==> src/rtl/level_tracker.sv <==
// Tracks a signed level driven by up/down step bytes and emits a per-record result burst.
// Optional LEVEL_TRACKER_STATS_EN adds a third burst word carrying the record's maximum level.
module level_tracker #(
  parameter int unsigned RESULT_WIDTH = 16,
  parameter logic [7:0]  UP_CHAR      = 8'h28,
  parameter logic [7:0]  DOWN_CHAR    = 8'h29,
  parameter logic [7:0]  TERM_CHAR    = 8'h0A,
  parameter int          TARGET_LEVEL = -1
) (
  input  logic                    clk,
  input  logic                    reset_n,
  input  logic                    inbound_valid,
  input  logic [7:0]              inbound_data,
  output logic                    outbound_valid,
  output logic [RESULT_WIDTH-1:0] outbound_data,
  output logic                    outbound_last,
  output logic                    overflow,
  output logic                    busy
);

  localparam logic [RESULT_WIDTH-1:0] TargetLvl = RESULT_WIDTH'(TARGET_LEVEL);
  localparam logic [RESULT_WIDTH-1:0] PosMax    = {RESULT_WIDTH{1'b1}};
  localparam logic [RESULT_WIDTH-1:0] LevelMax  = {1'b0, {(RESULT_WIDTH-1){1'b1}}};
  localparam logic [RESULT_WIDTH-1:0] LevelMin  = {1'b1, {(RESULT_WIDTH-1){1'b0}}};

`ifdef LEVEL_TRACKER_STATS_EN
  typedef enum logic [1:0] {StTrack, StEmitLevel, StEmitPos, StEmitMax} state_e;
`else
  typedef enum logic [1:0] {StTrack, StEmitLevel, StEmitPos} state_e;
`endif

  state_e                  state_q, state_d;
  logic [RESULT_WIDTH-1:0] level_q, level_d;
  logic [RESULT_WIDTH-1:0] pos_q, pos_d;
  logic [RESULT_WIDTH-1:0] hit_pos_q, hit_pos_d;
  logic                    hit_seen_q, hit_seen_d;
  logic                    ovf_q, ovf_d;
  logic                    first_byte_q, first_byte_d;
  logic                    out_valid_q, out_valid_d;
  logic                    out_last_q, out_last_d;
  logic [RESULT_WIDTH-1:0] out_data_q, out_data_d;
`ifdef LEVEL_TRACKER_STATS_EN
  logic [RESULT_WIDTH-1:0] max_q, max_d;
`endif

  logic                    step_up, step_dn, clear_rec;
  logic [RESULT_WIDTH-1:0] level_step, pos_step;

  assign step_up    = inbound_valid && (inbound_data == UP_CHAR);
  assign step_dn    = inbound_valid && (inbound_data == DOWN_CHAR);
  assign level_step = step_up ? level_q + 1'b1 : level_q - 1'b1;
  assign pos_step   = (pos_q == PosMax) ? pos_q : pos_q + 1'b1;

  always_comb begin
    state_d      = state_q;
    level_d      = level_q;
    pos_d        = pos_q;
    hit_pos_d    = hit_pos_q;
    hit_seen_d   = hit_seen_q;
    ovf_d        = ovf_q;
    first_byte_d = first_byte_q;
    out_valid_d  = 1'b0;
    out_last_d   = 1'b0;
    out_data_d   = out_data_q;
    clear_rec    = 1'b0;
`ifdef LEVEL_TRACKER_STATS_EN
    max_d        = max_q;
`endif

    case (state_q)
      StTrack: begin
        if (inbound_valid) begin
          // Overflow from the previous record survives until the next record really starts.
          if (first_byte_q) begin
            ovf_d        = 1'b0;
            first_byte_d = 1'b0;
          end
          if (step_up || step_dn) begin
            level_d = level_step;
            pos_d   = pos_step;
            if ((step_up && level_q == LevelMax) || (step_dn && level_q == LevelMin)) begin
              ovf_d = 1'b1;
            end
            if (!hit_seen_q && level_step == TargetLvl) begin
              hit_pos_d  = pos_step;
              hit_seen_d = 1'b1;
            end
`ifdef LEVEL_TRACKER_STATS_EN
            if ($signed(level_step) > $signed(max_q)) max_d = level_step;
`endif
          end else if (inbound_data == TERM_CHAR) begin
            state_d = StEmitLevel;
          end
        end
      end
      StEmitLevel: state_d = StEmitPos;
`ifdef LEVEL_TRACKER_STATS_EN
      StEmitPos: state_d = StEmitMax;
      StEmitMax: begin
        state_d   = StTrack;
        clear_rec = 1'b1;
      end
`else
      StEmitPos: begin
        state_d   = StTrack;
        clear_rec = 1'b1;
      end
`endif
      default: state_d = StTrack;
    endcase

    if (clear_rec) begin
      level_d      = '0;
      pos_d        = '0;
      hit_pos_d    = '0;
      hit_seen_d   = 1'b0;
      first_byte_d = 1'b1;
`ifdef LEVEL_TRACKER_STATS_EN
      max_d        = '0;
`endif
    end

    // Output flops are loaded from the state being entered so they line up with that state.
    case (state_d)
      StEmitLevel: begin
        out_valid_d = 1'b1;
        out_data_d  = level_q;
      end
      StEmitPos: begin
        out_valid_d = 1'b1;
        out_data_d  = hit_pos_q;
`ifndef LEVEL_TRACKER_STATS_EN
        out_last_d  = 1'b1;
`endif
      end
`ifdef LEVEL_TRACKER_STATS_EN
      StEmitMax: begin
        out_valid_d = 1'b1;
        out_data_d  = max_q;
        out_last_d  = 1'b1;
      end
`endif
      default: ;
    endcase
  end

  always_ff @(posedge clk or negedge reset_n) begin
    if (!reset_n) begin
      state_q      <= StTrack;
      level_q      <= '0;
      pos_q        <= '0;
      hit_pos_q    <= '0;
      hit_seen_q   <= 1'b0;
      ovf_q        <= 1'b0;
      first_byte_q <= 1'b0;
      out_valid_q  <= 1'b0;
      out_last_q   <= 1'b0;
      out_data_q   <= '0;
`ifdef LEVEL_TRACKER_STATS_EN
      max_q        <= '0;
`endif
    end else begin
      state_q      <= state_d;
      level_q      <= level_d;
      pos_q        <= pos_d;
      hit_pos_q    <= hit_pos_d;
      hit_seen_q   <= hit_seen_d;
      ovf_q        <= ovf_d;
      first_byte_q <= first_byte_d;
      out_valid_q  <= out_valid_d;
      out_last_q   <= out_last_d;
      out_data_q   <= out_data_d;
`ifdef LEVEL_TRACKER_STATS_EN
      max_q        <= max_d;
`endif
    end
  end

  assign outbound_valid = out_valid_q;
  assign outbound_data  = out_data_q;
  assign outbound_last  = out_last_q;
  assign overflow       = ovf_q;
  assign busy           = (state_q != StTrack);

endmodule

==> config.mk <==
export PLATFORM = sky130hd
export DESIGN_NAME = level_tracker
export DESIGN_NICKNAME = d
export VERILOG_FILES = /design/src/rtl/level_tracker.sv
export SDC_FILE = /design/constraint.sdc
export NUM_CORES = 1
export LEC_CHECK = 0
export CORE_ASPECT_RATIO = 1.25
export CORE_MARGIN = 1
export CORE_UTILIZATION = 45
export DETAILED_ROUTE_END_ITERATION = 10
export GPL_ROUTABILITY_DRIVEN = 0
export PLACE_DENSITY = 0.7
export SETUP_SLACK_MARGIN = 0.15
export SYNTH_ARGS = -nofsm -noshare
export SYNTH_HDL_FRONTEND = slang
export SYNTH_SLANG_ARGS = --single-unit
==> constraint.sdc <==
create_clock -name clk -period 7.2 [get_ports clk]
set_input_delay 1.8 -clock clk [delete_from_list [all_inputs] [get_ports clk]]
set_output_delay 1.8 -clock clk [all_outputs]
set_load 0.01 [all_outputs]
==> impl_metrics.csv <==
group,metric,value,unit
synth,ys_seq_elements,70,
setup_path,crit_family,"simple AND/OR/NAND/NOR gates",
clock_network,hold_buffers,0,
floorplan,dieArea,10100,um^2
global_routing,met2_usage,37.2,%
setup_path,path_cells,"clkdlybuf4s50_1 > nor3_1 > nand4b_1 > buf_4 > ha_1 > a211oi_1 > o2111a_2 > o21a_1 > xor2_1 > or4_1 > or4b_1 > mux2i_1",
detailed_routing,vias_per_cell,5.77,
synth,yosysUniqueCellTypes,53,
clock_network,cts_buffer_depth,2,
cells_and_area,layout-drive-gt1-share,5.45,%
global_routing,grt_util_met1,29.2,%
clock_network,cts-root-buf,"clkbuf_16",
cells_and_area,diodes,0,
detailed_routing,totalWireLength,10400,um
place,hpwl,7390,um
clock_network,cts_resized,0,
global_routing,grt_pass1_wl,17800,um
floorplan,die_w,89.9,um
synth,syn_inst,487,
setup_path,cp_data_arrival_time,6.04,ns
synth,syn_nets,517,
floorplan,row_count,39,
clock_network,clkTransAtPathRegs,0.06,ns
floorplan,coreArea,9270,um^2
worst_hold_path,hold_class,"flip-flop to flip-flop",
cells_and_area,multi_input_area,2450,um^2
timing,rsz0062_at_grt,"false",
cells_and_area,utilization,54.2,%
run_status,status,"finished, final reports clean",
cells_and_area,num-nets-final,539,
clock_network,htree_levels,3,
clock_network,numCtsBuffers,9,
synth,syn_avg_cell_area,8.93,um^2
timing,min_period,5.87,ns
clock_network,clock_latency,0.33,ns
timing,clock-skew-final,0.00632,ns
setup_path,max_stage_delay,0.92,ns
clock_network,postCtsSetupBuffers,0,
setup_path,cpMaxStageDelayCell,"or4b_1",
detailed_routing,first_pass_iters,5,
flow_run,drv_cap,0,
synth,synth-seq-area-share,40.3,%
timing,worst_slew_pin_slew,1.22,ns
detailed_routing,ant_nets,0,
detailed_routing,initialDrtViolationCount,204,
place,dp.cells,621,
synth,ys.flop_type,"dfrtp_1",
timing,fin_crit_sh,81.5,%
cells_and_area,ff_latch_area,1750,um^2
cells_and_area,area_growth,15.4,%
setup_path,end_kind,"flip-flop",
global_routing,use_met3,4.03,%
global_routing,grt_max_degree,71,
clock_network,tritoncts,"yes",
detailed_routing,drc,0,
setup_path,start_kind,"input pin",
clock_network,clkSinkCount,70,
global_routing,overflow,0,
place,port_buffers,30,
setup_path,crit_buf_inv,2,
global_routing,grt.busiest_layer,"met2",
synth,ys_async_sr_fraction,100,%
global_routing,first_global_vias,3621,
cells_and_area,final_area,5020,um^2
floorplan,die_h,112,um
timing,finalHoldViolations,0,
floorplan,ios,31,
cells_and_area,nFillCells,842,
setup_path,path_class,"input pin to flip-flop",
detailed_routing,post_drt_wl_per_cell,16.4,um
timing,fmax,170,MHz
synth,syn_area,4350,um^2
setup_path,cp_max_fo,21,
cells_and_area,final_cells,637,
pwr,p_total,1.27,mW
pwr,powerDensity,254,nW/um^2
timing,max-slew-margin-rel,17.9,%
synth,synth-edff-count,0,
detailed_routing,num_vias,3673,
global_routing,antenna_found_initial,0,
pwr,vdd_drop_max,0.126,mV
timing,finalMaxSlewViolations,0,
pwr,p_leak,2.36,nW
place,placed_cell_area,4720,um^2
floorplan,start_util,46.9,%
timing,setup_viol,0,
synth,yosysWarnings,0,
global_routing,grt_usage,22.0,%
setup_path,cp.required,7.37,ns
timing,tns,0,ns
placed cells by master (no fill, tap or decap), types with 3 or more instances in the layout:
| master | Yosys | final |
|---|---|---|
| nand3_1 | 13 | 13 |
| a211oi_1 | 6 | 6 |
| clkbuf_16 | 0 | 9 |
| ha_1 | 18 | 18 |
| nor2b_1 | 9 | 8 |
| buf_4 | 0 | 4 |
| o21a_1 | 5 | 5 |
| a311oi_1 | 3 | 3 |
| a21o_1 | 3 | 3 |
| xnor2_1 | 13 | 13 |
| nor4_1 | 5 | 5 |
| and3_1 | 8 | 8 |
| a31oi_1 | 3 | 3 |
| xor2_1 | 13 | 13 |
| a22o_1 | 6 | 6 |
| nor3_1 | 15 | 15 |
| or3_1 | 3 | 3 |
| clkdlybuf4s50_1 | 0 | 29 |
| o211ai_1 | 7 | 7 |
| a2111oi_0 | 3 | 3 |
| o21ai_0 | 33 | 33 |
| nand2_1 | 86 | 86 |
| mux2i_1 | 31 | 31 |
| dfrtp_1 | 70 | 70 |
| or4_1 | 3 | 3 |
| nand4_1 | 7 | 7 |
| nand2b_1 | 4 | 4 |
| a21oi_1 | 21 | 21 |
| inv_1 | 10 | 10 |
| nor2_1 | 35 | 35 |
through the flow:
| stage | hold slack (ns) | worst slack (ns) |
|---|---|---|
| 6_report | 0.475 | 1.33 |
| 5_1_grt | 0.512 | 1.07 |
| 4_1_cts | 0.480 | 1.35 |
| 3_5_place_dp | 0.466 | 1.02 |
| 3_3_place_gp | 0.464 | 1.18 |
| 2_1_floorplan | 0.447 | 1.50 |
synth_stat cells (8+ instances only):
library cell	n	area share (%)
nor3_1	15	1.7
nand3_1	13	1.5
nor2_1	35	3.0
nor2b_1	9	1.3
ha_1	18	5.2
mux2i_1	31	7.1
a21oi_1	21	2.4
xnor2_1	13	2.6
dfrtp_1	70	40
o21ai_0	33	3.8
nand2_1	86	7.4
xor2_1	13	2.6
inv_1	10	0.86
and3_1	8	1.2
clkbuf_1	21	1.8
tightest hold or removal path, delay by kind of cell (launching register included):
kind	cells	cell delay (ns)
AOI/OAI and AO/OA	1	0.06
and+or+nand+nor	1	0.05
DFF	1	0.34
final cells by class:
type / instances / area share, %
clock buffer: 9 / 4.49
inverter: 10 / 0.748
tap: 123 / 3.07
clock inverter: 7 / 1.47
sequential: 70 / 34.9
multi-input combinational: 384 / 48.9
timing repair buffer: 34 / 6.48
metal layers:
layer	share of wire (%)	wire (um)
met1	45	4680
met2	49	5080
met3	5.1	528
met4	1.2	121
met5	0	0
registers in the layout, indices dropped and copies added, names as in the netlist:
| signal | flops |
|---|---|
| outbound_data | 16 |
| hit_pos_q | 16 |
| first_byte_q | 1 |
| hit_seen_q | 1 |
| outbound_last | 1 |
| state_q | 1 |
| pos_q | 16 |
| outbound_valid | 1 |
| level_q | 16 |
| overflow | 1 |
final timing paths:
check / startpoint / endpoint / slack, ns / depth (start not counted)
max: inbound_data[4] / hit_pos_q[8]$_DFFE_PN0P_ / 1.33 / 12
min: hit_pos_q[0]$_DFFE_PN0P_ / outbound_data[0]$_DFFE_PN0P_ / 0.47 / 2
max reg2reg: level_q[1]$_DFFE_PN0P_ / hit_pos_q[8]$_DFFE_PN0P_ / 3.47 / 8
min reg2reg: hit_pos_q[0]$_DFFE_PN0P_ / outbound_data[0]$_DFFE_PN0P_ / 0.47 / 2
max in group asynchronous: reset_n / level_q[7]$_DFFE_PN0P_ / 4.97 / 2
min in group asynchronous: reset_n / pos_q[0]$_DFFE_PN0P_ / 1.67 / 2
power breakdown:
| part | internal (mW) | leakage (nW) | switching [mW] |
|---|---|---|---|
| Sequential | 0.430 | 0.822 | 0.0447 |
| Clock | 0.269 | 0.146 | 0.170 |
| Combinational | 0.164 | 1.39 | 0.197 |
| Total | 0.863 | 2.36 | 0.411 |
cell families (layout without fill, tap and decap cells):
logic type | Yosys count | count (layout) | synth area share [%]
simple gates | 200 | 200 | 21.7
fa+ha+maj | 19 | 19 | 5.64
buf+inv | 33 | 60 | 3.39
compound gates | 108 | 108 | 16.6
xor+xnor | 26 | 26 | 5.23
mux | 31 | 31 | 7.13
flops | 70 | 70 | 40.3
Note: power is estimated with default switching activity, not from simulation.
